$ cat config.mk
export PLATFORM = sky130hd
export DESIGN_NAME = agu_seq_flat
export DESIGN_NICKNAME = d
export VERILOG_FILES = /design/src/rtl/agu_seq_if.sv /design/src/rtl/agu_seq.sv /design/src/flat_wrapper.sv
export SDC_FILE = /design/constraint.sdc
export NUM_CORES = 1
export LEC_CHECK = 0
export CAP_MARGIN = 20
export CORE_MARGIN = 5
export CORE_UTILIZATION = 30
export DETAILED_ROUTE_END_ITERATION = 10
export PLACE_DENSITY_LB_ADDON = 0.15
export SLEW_MARGIN = 20
export SYNTH_ARGS = -nofsm -noshare
export SYNTH_HDL_FRONTEND = slang
export SYNTH_SLANG_ARGS = --single-unit
$ cat constraint.sdc
create_clock -name clk -period 5.5 [get_ports clk]
set_clock_uncertainty 0.15 [all_clocks]
set_input_delay 0.825 -clock clk [delete_from_list [all_inputs] [get_ports clk]]
set_output_delay 0.825 -clock clk [all_outputs]
set_load 0.01 [all_outputs]
$ cat src/rtl/agu_seq_if.sv
// Instruction, control and memory-request bundle for agu_seq.
// The DUT binds to modport master; the environment binds to slave.
interface agu_seq_if #(
  parameter int PC_WIDTH   = 10,
  parameter int ADDR_WIDTH = 16,
  parameter int DATA_WIDTH = 32
) ();
  logic                  halt;
  logic                  en;
  logic [5:0]            func;
  logic [DATA_WIDTH-1:0] S1;
  logic [DATA_WIDTH-1:0] S2;
  // 8-bit immediate; "const" is a reserved word, so it is carried as imm
  logic [7:0]            imm;
  logic [PC_WIDTH-1:0]   pc;
  logic                  stall;
  logic                  mem_req_valid;
  logic                  mem_req_ready;
  logic                  mem_req_we;
  logic [ADDR_WIDTH-1:0] mem_req_addr;
  logic [DATA_WIDTH-1:0] mem_req_wdata;
  logic [DATA_WIDTH-1:0] loadc_data;
  logic                  loadc_valid;
  logic                  ras_overflow;
  logic                  ras_underflow;

  modport master (
    input  halt, en, func, S1, S2, imm, mem_req_ready,
    output pc, stall, mem_req_valid, mem_req_we, mem_req_addr, mem_req_wdata,
           loadc_data, loadc_valid, ras_overflow, ras_underflow
  );

  modport slave (
    output halt, en, func, S1, S2, imm, mem_req_ready,
    input  pc, stall, mem_req_valid, mem_req_we, mem_req_addr, mem_req_wdata,
           loadc_data, loadc_valid, ras_overflow, ras_underflow
  );
endinterface

$ cat src/rtl/agu_seq.sv
// Sequential address-generation unit: PC register, jumps/branches, LOAD/STORE request FSM.
// Define AGU_RAS_EN to build the return-address stack (CALL/RET and overflow/underflow flags).
module agu_seq #(
  parameter int PC_WIDTH     = 10,
  parameter int ADDR_WIDTH   = 16,
  parameter int DATA_WIDTH   = 32,
  parameter int OFFSET_WIDTH = 6,
  parameter int RAS_DEPTH    = 4
) (
  input  logic     clk,
  input  logic     rst_n,
  agu_seq_if.master bus
);

  typedef enum logic [0:0] {
    ST_IDLE = 1'b0,
    ST_REQ  = 1'b1
  } state_t;

  state_t                r_state;
  state_t                w_state_nxt;
  logic [PC_WIDTH-1:0]   r_pc;
  logic [PC_WIDTH-1:0]   w_pc_nxt;
  logic [PC_WIDTH-1:0]   w_pc_inc;
  logic [PC_WIDTH-1:0]   w_offset;
  logic [PC_WIDTH-1:0]   w_pc_rel;
  logic                  w_stall;
  logic                  w_accept;
  logic                  w_taken;
  logic                  r_valid;
  logic                  r_we;
  logic                  w_we_nxt;
  logic [ADDR_WIDTH-1:0] r_addr;
  logic [ADDR_WIDTH-1:0] w_addr_nxt;
  logic [DATA_WIDTH-1:0] r_wdata;
  logic [DATA_WIDTH-1:0] w_wdata_nxt;
  logic [DATA_WIDTH-1:0] r_loadc_data;
  logic [DATA_WIDTH-1:0] w_loadc_data_nxt;
  logic                  r_loadc_valid;
  logic                  w_loadc_valid_nxt;

`ifdef AGU_RAS_EN
  localparam int CNT_W = $clog2(RAS_DEPTH + 1);
  localparam int IDX_W = (RAS_DEPTH > 1) ? $clog2(RAS_DEPTH) : 1;

  logic [PC_WIDTH-1:0] r_ras [RAS_DEPTH];
  logic [CNT_W-1:0]    r_ras_cnt;
  logic [IDX_W-1:0]    w_top_idx;
  logic                w_ras_full;
  logic                w_ras_empty;
  logic                w_push;
  logic                w_pop;
  logic                r_ovf;
  logic                r_unf;
  logic                w_ovf_nxt;
  logic                w_unf_nxt;

  assign w_ras_full  = (r_ras_cnt == CNT_W'(RAS_DEPTH));
  assign w_ras_empty = (r_ras_cnt == CNT_W'(0));
  assign w_top_idx   = IDX_W'(r_ras_cnt - CNT_W'(1));
`endif

  assign w_stall  = (r_state == ST_REQ);
  assign w_accept = bus.en & ~bus.halt & ~w_stall;
  assign w_pc_inc = r_pc + PC_WIDTH'(1);
  assign w_offset = {{(PC_WIDTH-OFFSET_WIDTH){bus.imm[OFFSET_WIDTH-1]}},
                     bus.imm[OFFSET_WIDTH-1:0]};
  assign w_pc_rel = r_pc + w_offset;

  // Branch condition from func[2:0]; codes 1xx never take
  always_comb begin
    w_taken = 1'b0;
    case (bus.func[2:0])
      3'b000:  w_taken = bus.S1[DATA_WIDTH-1];
      3'b001:  w_taken = ~bus.S1[DATA_WIDTH-1];
      3'b010:  w_taken = (bus.S1 == DATA_WIDTH'(0));
      3'b011:  w_taken = (bus.S1 != DATA_WIDTH'(0));
      default: w_taken = 1'b0;
    endcase
  end

  // Instruction decode, memory FSM next state and all register next values
  always_comb begin
    w_state_nxt       = r_state;
    w_pc_nxt          = r_pc;
    w_we_nxt          = r_we;
    w_addr_nxt        = r_addr;
    w_wdata_nxt       = r_wdata;
    w_loadc_data_nxt  = r_loadc_data;
    w_loadc_valid_nxt = 1'b0;
`ifdef AGU_RAS_EN
    w_push    = 1'b0;
    w_pop     = 1'b0;
    w_ovf_nxt = r_ovf;
    w_unf_nxt = r_unf;
`endif
    case (r_state)
      ST_REQ: begin
        // valid is always high here, so ready alone completes the handshake
        if (bus.mem_req_ready) begin
          w_state_nxt = ST_IDLE;
          w_pc_nxt    = w_pc_inc;
        end else begin
          w_state_nxt = ST_REQ;
        end
      end
      ST_IDLE: begin
        if (w_accept) begin
          casez (bus.func)
            6'b000???: w_pc_nxt = bus.S1[PC_WIDTH-1:0];
            6'b001???: w_pc_nxt = w_pc_rel;
            6'b010???: w_pc_nxt = w_taken ? bus.S2[PC_WIDTH-1:0] : w_pc_inc;
            6'b011???: w_pc_nxt = w_taken ? w_pc_rel : w_pc_inc;
            6'b1000??, 6'b1001??: begin
              w_state_nxt = ST_REQ;
              w_we_nxt    = bus.func[2];
              w_addr_nxt  = bus.S1[ADDR_WIDTH-1:0];
              w_wdata_nxt = bus.S2;
            end
            6'b1010??: begin
              w_loadc_data_nxt  = {bus.S1[DATA_WIDTH-1:8], bus.imm};
              w_loadc_valid_nxt = 1'b1;
              w_pc_nxt          = w_pc_inc;
            end
`ifdef AGU_RAS_EN
            6'b101100: begin
              w_pc_nxt = bus.S1[PC_WIDTH-1:0];
              if (w_ras_full) begin
                w_ovf_nxt = 1'b1;
              end else begin
                w_push = 1'b1;
              end
            end
            6'b101101: begin
              if (w_ras_empty) begin
                w_pc_nxt  = w_pc_inc;
                w_unf_nxt = 1'b1;
              end else begin
                w_pc_nxt = r_ras[w_top_idx];
                w_pop    = 1'b1;
              end
            end
`endif
            default: w_pc_nxt = w_pc_inc;
          endcase
        end else begin
          w_state_nxt = ST_IDLE;
        end
      end
      default: w_state_nxt = ST_IDLE;
    endcase
  end

  // State, PC and output registers
  always_ff @(posedge clk or negedge rst_n) begin
    if (!rst_n) begin
      r_state       <= ST_IDLE;
      r_pc          <= '0;
      r_valid       <= 1'b0;
      r_we          <= 1'b0;
      r_addr        <= '0;
      r_wdata       <= '0;
      r_loadc_data  <= '0;
      r_loadc_valid <= 1'b0;
    end else begin
      r_state       <= w_state_nxt;
      r_pc          <= w_pc_nxt;
      r_valid       <= (w_state_nxt == ST_REQ);
      r_we          <= w_we_nxt;
      r_addr        <= w_addr_nxt;
      r_wdata       <= w_wdata_nxt;
      r_loadc_data  <= w_loadc_data_nxt;
      r_loadc_valid <= w_loadc_valid_nxt;
    end
  end

`ifdef AGU_RAS_EN
  // Return-address stack storage, depth counter and sticky error flags
  always_ff @(posedge clk or negedge rst_n) begin
    if (!rst_n) begin
      for (int i = 0; i < RAS_DEPTH; i++) begin
        r_ras[i] <= '0;
      end
      r_ras_cnt <= '0;
      r_ovf     <= 1'b0;
      r_unf     <= 1'b0;
    end else begin
      if (w_push) begin
        r_ras[IDX_W'(r_ras_cnt)] <= w_pc_inc;
        r_ras_cnt                <= r_ras_cnt + CNT_W'(1);
      end else if (w_pop) begin
        r_ras_cnt <= r_ras_cnt - CNT_W'(1);
      end else begin
        r_ras_cnt <= r_ras_cnt;
      end
      r_ovf <= w_ovf_nxt;
      r_unf <= w_unf_nxt;
    end
  end

  assign bus.ras_overflow  = r_ovf;
  assign bus.ras_underflow = r_unf;
`else
  assign bus.ras_overflow  = 1'b0;
  assign bus.ras_underflow = 1'b0;
`endif

  assign bus.pc            = r_pc;
  assign bus.stall         = w_stall;
  assign bus.mem_req_valid = r_valid;
  assign bus.mem_req_we    = r_we;
  assign bus.mem_req_addr  = r_addr;
  assign bus.mem_req_wdata = r_wdata;
  assign bus.loadc_data    = r_loadc_data;
  assign bus.loadc_valid   = r_loadc_valid;

endmodule

$ cat src/flat_wrapper.sv
// flat-port wrapper written by rule: the top's interface ports become plain ports
module agu_seq_flat 
#(
  parameter int PC_WIDTH     = 10,
  parameter int ADDR_WIDTH   = 16,
  parameter int DATA_WIDTH   = 32,
  parameter int OFFSET_WIDTH = 6,
  parameter int RAS_DEPTH    = 4
)
  (clk, rst_n, bus_halt, bus_en, bus_func, bus_S1, bus_S2, bus_imm, bus_mem_req_ready, bus_pc, bus_stall, bus_mem_req_valid, bus_mem_req_we, bus_mem_req_addr, bus_mem_req_wdata, bus_loadc_data, bus_loadc_valid, bus_ras_overflow, bus_ras_underflow);
  agu_seq_if #(.PC_WIDTH(PC_WIDTH), .ADDR_WIDTH(ADDR_WIDTH), .DATA_WIDTH(DATA_WIDTH)) bus_i ();
  input  logic clk;
  input  logic rst_n;
  input wire logic [$bits(bus_i.halt)-1:0] bus_halt;
  input wire logic [$bits(bus_i.en)-1:0] bus_en;
  input wire logic [$bits(bus_i.func)-1:0] bus_func;
  input wire logic [$bits(bus_i.S1)-1:0] bus_S1;
  input wire logic [$bits(bus_i.S2)-1:0] bus_S2;
  input wire logic [$bits(bus_i.imm)-1:0] bus_imm;
  input wire logic [$bits(bus_i.mem_req_ready)-1:0] bus_mem_req_ready;
  output wire logic [$bits(bus_i.pc)-1:0] bus_pc;
  output wire logic [$bits(bus_i.stall)-1:0] bus_stall;
  output wire logic [$bits(bus_i.mem_req_valid)-1:0] bus_mem_req_valid;
  output wire logic [$bits(bus_i.mem_req_we)-1:0] bus_mem_req_we;
  output wire logic [$bits(bus_i.mem_req_addr)-1:0] bus_mem_req_addr;
  output wire logic [$bits(bus_i.mem_req_wdata)-1:0] bus_mem_req_wdata;
  output wire logic [$bits(bus_i.loadc_data)-1:0] bus_loadc_data;
  output wire logic [$bits(bus_i.loadc_valid)-1:0] bus_loadc_valid;
  output wire logic [$bits(bus_i.ras_overflow)-1:0] bus_ras_overflow;
  output wire logic [$bits(bus_i.ras_underflow)-1:0] bus_ras_underflow;
  assign bus_i.halt = bus_halt;
  assign bus_i.en = bus_en;
  assign bus_i.func = bus_func;
  assign bus_i.S1 = bus_S1;
  assign bus_i.S2 = bus_S2;
  assign bus_i.imm = bus_imm;
  assign bus_i.mem_req_ready = bus_mem_req_ready;
  assign bus_pc = bus_i.pc;
  assign bus_stall = bus_i.stall;
  assign bus_mem_req_valid = bus_i.mem_req_valid;
  assign bus_mem_req_we = bus_i.mem_req_we;
  assign bus_mem_req_addr = bus_i.mem_req_addr;
  assign bus_mem_req_wdata = bus_i.mem_req_wdata;
  assign bus_loadc_data = bus_i.loadc_data;
  assign bus_loadc_valid = bus_i.loadc_valid;
  assign bus_ras_overflow = bus_i.ras_overflow;
  assign bus_ras_underflow = bus_i.ras_underflow;
  agu_seq #(.PC_WIDTH(PC_WIDTH), .ADDR_WIDTH(ADDR_WIDTH), .DATA_WIDTH(DATA_WIDTH), .OFFSET_WIDTH(OFFSET_WIDTH), .RAS_DEPTH(RAS_DEPTH)) u_core (.clk(clk), .rst_n(rst_n), .bus(bus_i));
endmodule
Yosys cells after proc, flatten, opt, wreduce, memory -nomap -nowiden
Index checks and enable logic that the tools add are counted.

Bitwise operators: 5. Equal/unequal tests: 12. Add/sub/neg operators: 2. Multiplexer cells: 14. Reduce and logical (&&, ||, !) cells: 8.

Operator list (number): 10-bit case mux with 5 select lines (1); 10-bit two-way mux (4); 32-bit zero test (1); 32-bit nonzero test (1); 10-bit case mux with 2 select lines (1); 3-bit by 2-bit equality test with 1-bit output (second input constant) (4); 4-bit equality test (second input constant) (3); 10-bit by 1-bit adder with 10-bit output (second input constant) (1); 10-bit adder (1); 3-bit AND reduction (3); 3-bit by 1-bit equality test with 1-bit output (second input constant) (2); 3-bit zero test (2); 1-bit two-way mux (6); 2-bit inequality test (second input constant) (2); 1-bit case mux with 4 select lines (1); 1-bit inverter (3); 1-bit AND (2); 2-bit by 1-bit inequality test with 1-bit output (second input constant) (1); 1-bit case mux with 2 select lines (1); 2-bit OR reduction (1).

Input bits: 83. Word-level logic and storage cells: 48. Output and inout bits: 96. Register bits after elaboration: 93.

Longest topological paths before layout
Gate-level depths: netlist of the first run.

Word-level depth: 6. Mapped depth: 10.

Worst setup path after synthesis of the first run
No wires, ideal clock.

Path type: input to register. Start: input bus_S1[25]. End: register u_core.r_pc[5], in the netlist u_core.bus.pc[5]. Slack: 2653 ps. Data arrival time: 2571 ps. Stages: 7. Setup time: 126 ps. Buffers on the path: 1. Cell sequence: nor4_1 > nand4_1 > or4_4 > a31oi_2 > buf_6 > o21ai_2 > a221o_1.

Cells in the longest elaborated chain, start to end: 6. Elaborated cells on any way between the ends: 8.

RTL lines: start: declaration (line flat_wrapper.sv:17) `input wire logic [$bits(bus_i.S1)-1:0] bus_S1;`; 32-bit nonzero test or 32-bit zero test (tied branches) (line agu_seq.sv:77, agu_seq.sv:76); 1-bit case mux with 4 select lines * (line agu_seq.sv:73) `case (bus.func[2:0])`; 10-bit two-way mux (on tied branches) (line agu_seq.sv:113, agu_seq.sv:112); 10-bit case mux with 5 select lines * (line agu_seq.sv:109) `casez (bus.func)`; 10-bit two-way mux * (line agu_seq.sv:108) `if (w_accept) begin`; 10-bit case mux with 2 select lines * (line agu_seq.sv:97) `case (r_state)`; end signal: assignment (line agu_seq.sv:167) `r_pc <= w_pc_nxt;`; end: declaration (line agu_seq.sv:22) `logic [PC_WIDTH-1:0] r_pc;`.

Every way passes the cells marked *; elsewhere a longest branch is shown, timed or not. The select of a mux whose other input is x is not followed. A chain may end at the register's enable or synchronous reset.

Final worst setup path of the first run
Start: input bus_S1[7]. End: register u_core.r_pc[6], in the netlist u_core.bus.pc[6].

Same word-level chain as after synthesis.

==> results of run 1 <==
worst max path at each step:
stage / from / to / slack [ps] / cells after the start
after floorplan: bus_S1[25] / u_core.bus.pc[5] / 2650 / 7
after global placement: bus_S1[7] / u_core.bus.pc[8] / 1530 / 8
after detailed placement: bus_S1[7] / u_core.bus.pc[6] / 1480 / 7
after CTS: bus_S1[7] / u_core.bus.pc[6] / 1850 / 7
after global routing: bus_S1[7] / u_core.bus.pc[8] / 1600 / 8
final: bus_S1[7] / u_core.bus.pc[6] / 1890 / 7
registers in the layout, summed over array words and instances (netlist names):
register                  count
u_core.bus.stall              1
u_core.bus.mem_req_we         1
u_core.bus.mem_req_wdata     32
u_core.bus.pc                10
u_core.bus.mem_req_addr      16
u_core.bus.loadc_valid        1
u_core.bus.loadc_data        32
area by class of cell:
class	count	area [um2]	area share, %
clock buffers	9	225	3.35
clock inverters	7	51.3	0.762
inverters	7	26.3	0.390
multi-input cells	241	2060	30.7
flip-flops and latches	93	2330	34.6
well taps	184	230	3.42
repair buffers	182	1800	26.8
cells by family after synthesis:
| logic type | after synthesis |
|---|---|
| other cells | 1 |
| xor+xnor | 10 |
| fa+ha+maj | 11 |
| simple gates | 76 |
| compound gates | 59 |
| buf+inv | 22 |
| flops | 93 |
| mux | 83 |
cells in the final DEF, fill, tap and decap left out, types with 3 or more instances in the layout:
master	instances
mux2_2	81
o21ai_0	14
clkbuf_16	9
ha_1	10
clkdlybuf4s50_1	175
nor2_1	18
a22oi_1	4
a21oi_1	7
dfrtp_1	93
inv_1	7
nor3_1	5
a221o_1	4
nand2_1	5
xnor2_1	6
nand3b_1	3
and3_1	6
nand3_1	5
or3_1	5
xor2_1	4
a222oi_1	4
nor4_1	7
clkinv_2	3
buf_4	7
report_power, final:
group          leakage, nW  switching, W  internal (W)
logic                 1.46      0.000370      0.000535
registers             1.17      0.000118      0.000844
clock network        0.137      0.000280      0.000309
worst max-delay path: cells and delay by family:
family | cells | cell delay (ps)
AO/OA/AOI/OAI | 3 | 1010
buffers and inverters | 1 | 510
AND/OR/NAND/NOR | 3 | 1330
per-layer routing:
layer  GRT usage [%]  part of all wire (%)
met3            7.90                    11
met1            18.9                    40
met2            24.6                    47
met5               0                     0
met4            5.49                   2.0
metrics by stage:
step	hold slack (ps)	util, %	setup slack [ps]	std cells
6_report	287	46.1	1890	723
5_1_grt	318	46.1	1600	723
4_1_cts	294	46.1	1850	723
3_5_place_dp	344	44.2	1480	707
3_3_place_gp	339	44.2	1530	707
2_1_floorplan	379	-	2650	356
==> out/qor.txt, run 1 <==
Ports -> 179
critical path arrival -> 3690 ps
H-tree levels -> 3
top cells by count, synth -> 93 x dfrtp_1, 81 x mux2_2, 19 x nor2_1
Clk pin slew, worst setup/hold paths -> 70 ps
layout cells sized above 1 -> 22.4%
vias -> 3619
crit-path cells -> clkdlybuf4s50_1 -> nor4_1 -> nand4_1 -> or4_4 -> a31oi_2 -> o32ai_1 -> a221o_1
Root Buffer -> clkbuf_16
DRC viols -> 0
mean post-synth cell area -> 12.6 um2
Post-Syn Area -> 4490 um2
sequential-to-total area share from yosys stat -> 51.8%
outcome -> finished clean
area fraction in compound gates after synthesis -> 9.89%
Synth warnings -> 0
Register-to-Register Path Depth -> 8
Yosys reg bits -> 93
largest family of logic cells by synthesized area -> multiplexers
Pwr Total -> 0.00246 W
CTS sink count -> 93
CP peak stage delay -> 570 ps
WP data required -> 5580 ps
Setup TNS -> 0 ps
Synth Area in XOR/XNOR -> 1.95%
Hold-fix buffers, CTS -> 0
Reg-to-Reg End -> u_core.bus.pc[7]
Ant. Diodes -> 0
critical path class -> in2reg
R2R setup slack -> 2660 ps
Max-Cap Viols -> 0
PortBufs -> 176
FP Rows -> 44
grt ovf -> 0
asr flop ratio synth -> 100%
Num CTS Buffers -> 9
Nets -> 628
cts repair resizes -> 0
Initial Util -> 30.8%
Unique masters post-synth -> 59
Slew Limit Fails -> 0
relative slew slack -> 48.7%
initial antenna violation count -> 0
final WL -> 13500 um
critical path endpoint category -> register
adder-cell share of the synthesized area -> 3.23%
Area Growth Syn to Fin -> 49.8%
post-route cell area -> 6730 um2
placed cell areas -> 6450 um2
multiplexer area fraction after synthesis -> 20.8%
cells after synthesis -> 355
final-layout fill cell count -> 1354
Hold Crit Class -> in2async
vias in the first global route -> 3966
gr usage total -> 15.8%
top-count cell post-synth -> dfrtp_1
worst-skew pair later-pin latency -> 340 ps
die area -> 17500 um2
die extent in x -> 132 um
PD cells -> 365 nW/um2
drt via density -> 5.01
HPWL Detailed -> 10400 um
number of synthesized flops with an enable pin -> 0
CTS tree -> done
peak fanout along the critical path -> 11
unrepaired setup endpoints after global routing -> no
Max Freq -> 277 MHz
Simple-Gate Fraction of Synth Area -> 9.70%
DR iter-0 viols -> 103
clock tree buffer depth -> 2
Worst Tran Pin Value -> 770 ps
static leakage -> 2.76 nW
RR Startpoint -> u_core.bus.pc[1]
CP startpoint kind -> primary input
# setup viols final -> 0
Slowest cell on crit path -> or4_4
top-area cell type share of the netlist area -> 51.8%
fin crit share -> 65.6%
Peak VDD IR -> 0.000165 V
die height -> 132 um
Period minus WS final -> 3610 ps
DR pass1 iterations -> 5
ys flop type -> dfrtp_1
area leader, netlist -> dfrtp_1
global-route wire length before repair -> 22000 um
GPL Wtd Cong -> 0.887
Final Hold Fails -> 0
Routed wire per std cell -> 18.7 um
postcts setup bufs -> 0
Core Area -> 14600 um2
largest net degree at the start of global routing -> 60
Routed Antenna Nets -> 0
largest cells by area after synthesis -> dfrtp_1 52%, mux2_2 20%, ha_1 2.8%
No activity file was read; power rests on OpenSTA's default activity.
==> inputs of run 2 (changes only) <==
clock period = 3 ns   (was 5.5 ns; I/O delays follow)
==> out/qor.txt, run 2 (synthesis gave the netlist of run 1 again) <==
multi-input logic area -> 2080 um2 (+0.91%)
post-route cell area -> 7070 um2 (+5.0%)
Clk pin slew, worst setup/hold paths -> 70 ps (about the same)
Hold-fix buffers, CTS -> 0 (unchanged)
unrepaired setup endpoints after global routing -> no
CTS sink count -> 93 (unchanged)
Slowest cell on crit path -> or4_4
Max-Cap Viols -> 0 (unchanged)
Period minus WS final -> 2850 ps
initial antenna violation count -> 1 (+1)
die extent in x -> 132 um (unchanged)
Worst Tran Pin Value -> 789 ps (+19.2 ps)
Max Freq -> 351 MHz
CTS tree -> done
final WL -> 13900 um (+2.8%)
commonest cells after routing, fill and taps aside -> 175 x clkdlybuf4s50_1, 93 x dfrtp_1, 81 x mux2_2
DRC viols -> 0 (unchanged)
PD cells -> 650 nW/um2 (+78%)
static leakage -> 2.95 nW (+6.7%)
Initial Util -> 30.8% (unchanged)
# setup viols final -> 0 (unchanged)
Reg area -> 2330 um2 (unchanged)
most common cell after layout, fill and taps aside -> clkdlybuf4s50_1
Area Growth Syn to Fin -> 57.4%
CP delay by family, top -> simple AND/OR/NAND/NOR gates
clock tree buffer depth -> 2 (unchanged)
DR pass1 iterations -> 4 (-1)
Nets -> 664 (+5.7%)
critical path arrival -> 2920 ps (-770 ps)
WP buf/inv -> 3 (+2)
Root Buffer -> clkbuf_16
critical path class -> in2reg
Num CTS Buffers -> 9 (unchanged)
die height -> 132 um (unchanged)
grt ovf -> 0 (unchanged)
Hold Crit Class -> in2async
postcts setup bufs -> 0 (unchanged)
crit-path cells -> clkdlybuf4s50_1 -> nor4_2 -> buf_4 -> nand4_1 -> or4_4 -> a31oi_2 -> buf_4 -> o21ai_2 -> a221o_1
vias in the first global route -> 4139 (+4.4%)
global-route wire length before repair -> 22600 um (+3.0%)
number of instances in the placed design -> 743 (+5.1%)
die area -> 17500 um2 (unchanged)
Routed wire per std cell -> 18.3 um (-2.1%)
final-layout fill cell count -> 1327 (-2.0%)
PortBufs -> 176 (unchanged)
worst-skew pair later-pin latency -> 340 ps (about the same)
largest net degree at the start of global routing -> 56 (-6.7%)
vias -> 3790 (+4.7%)
WP data required -> 3070 ps (-2510 ps)
FP Rows -> 44 (unchanged)
critical path endpoint category -> register
Critical Path Most Common Cell -> buf_4
Ports -> 179 (unchanged)
CP peak stage delay -> 540 ps (-30 ps)
HPWL Detailed -> 10900 um (+4.4%)
Slew Limit Fails -> 0 (unchanged)
Ant. Diodes -> 0 (unchanged)
outcome -> finished clean
Peak VDD IR -> 0.000310 V (+88%)
gr usage total -> 16.1% (+0.30 points)
fin crit share -> 95.0%
Routed Antenna Nets -> 0 (unchanged)
H-tree levels -> 3 (unchanged)
CP startpoint kind -> primary input
placed cell areas -> 6760 um2 (+4.8%)
layout cells sized above 1 -> 27.7% (+5.2 points)
drt via density -> 4.99 (-0.24%)
peak fanout along the critical path -> 11 (unchanged)
Finished Layout Cells -> 759 (+5.0%)
GPL Wtd Cong -> 0.823 (-7.3%)
Pwr Total -> 0.00459 W (+87%)
DR iter-0 viols -> 173 (+68%)
Final Hold Fails -> 0 (unchanged)
Core Area -> 14600 um2 (unchanged)
relative slew slack -> 47.4% (-1.3 points)
run 2: changes by cell type in the layout (fill, tap and decap cells not counted):
cell and change:
clkbuf_1 +1, nor4_2 +3, clkbuf_8 +2, buf_12 +3
inv_8 -1, clkinv_2 -3, nor4_1 -3, buf_4 +33
clkinvlp_4 +1
run 2: metrics by stage:
stage | setup WS [ps] | utilization (%) | setup TNS [ps] | hold WS, ps
after global placement | -341 | 46.3 | -2970 | 338
after global routing | 58.2 | 48.4 | 0 | 87.8
after floorplan | 528 | - | 0 | 4.41
final | 149 | 48.4 | 0 | 23.9
after detailed placement | -374 | 46.3 | -3160 | 344
after CTS | 11.6 | 48.4 | 0 | 50.9
run 2: metal layers:
metal	track usage (%)	vias to the layer above	part of all wire (%)
li1	-	1766	-
met1	19.3	1848	40
met2	25.2	149	47
met3	7.44	25	10
met4	6.05	2	2.4
met5	0	-	0.093
run 2: final cells by class:
class / count / share of cell area (%)
well taps: 184 / 3.26
repair buffers: 218 / 29.9
clock buffers: 12 / 3.63
flip-flops and latches: 93 / 32.9
multi-input cells: 241 / 29.5
clock inverters: 4 / 0.460
inverters: 7 / 0.372
run 2: worst paths after layout:
path | slack (ps) | endpoint | cells past startpoint | start
setup reg to reg | 320 | u_core.bus.pc[8] | 10 | u_core.bus.pc[0]
hold reg to reg | 360 | u_core.bus.mem_req_wdata[22] | 1 | u_core.bus.mem_req_wdata[22]
min in group clk | 360 | u_core.bus.mem_req_wdata[22] | 1 | u_core.bus.mem_req_wdata[22]
setup / recovery | 150 | u_core.bus.pc[6] | 9 | bus_S1[9]
max in group asynchronous | 1980 | u_core.bus.mem_req_wdata[16] | 2 | rst_n
hold / removal | 20 | u_core.bus.loadc_data[3] | 1 | rst_n
run 2: repair_timing:
item / CTS / global route
pin swaps: 0 / 1
endpoints found under the setup margin: 2 / 9
resized for setup: 1 / 2
run 2: report_power, final:
part | total [W] | switching [W] | internal (W)
Combinational | 0.00172 | 0.000687 | 0.00103
Sequential | 0.00176 | 0.000213 | 0.00155
Clock | 0.00111 | 0.000500 | 0.000611
Total | 0.00459 | 0.00140 | 0.00319
==> inputs of run 3 (changes only) <==
TNS_END_PERCENT = 50   (was unset)
==> results of run 3 <==
Same layout as run 2: the final DEF is identical, and so are final timing and power.
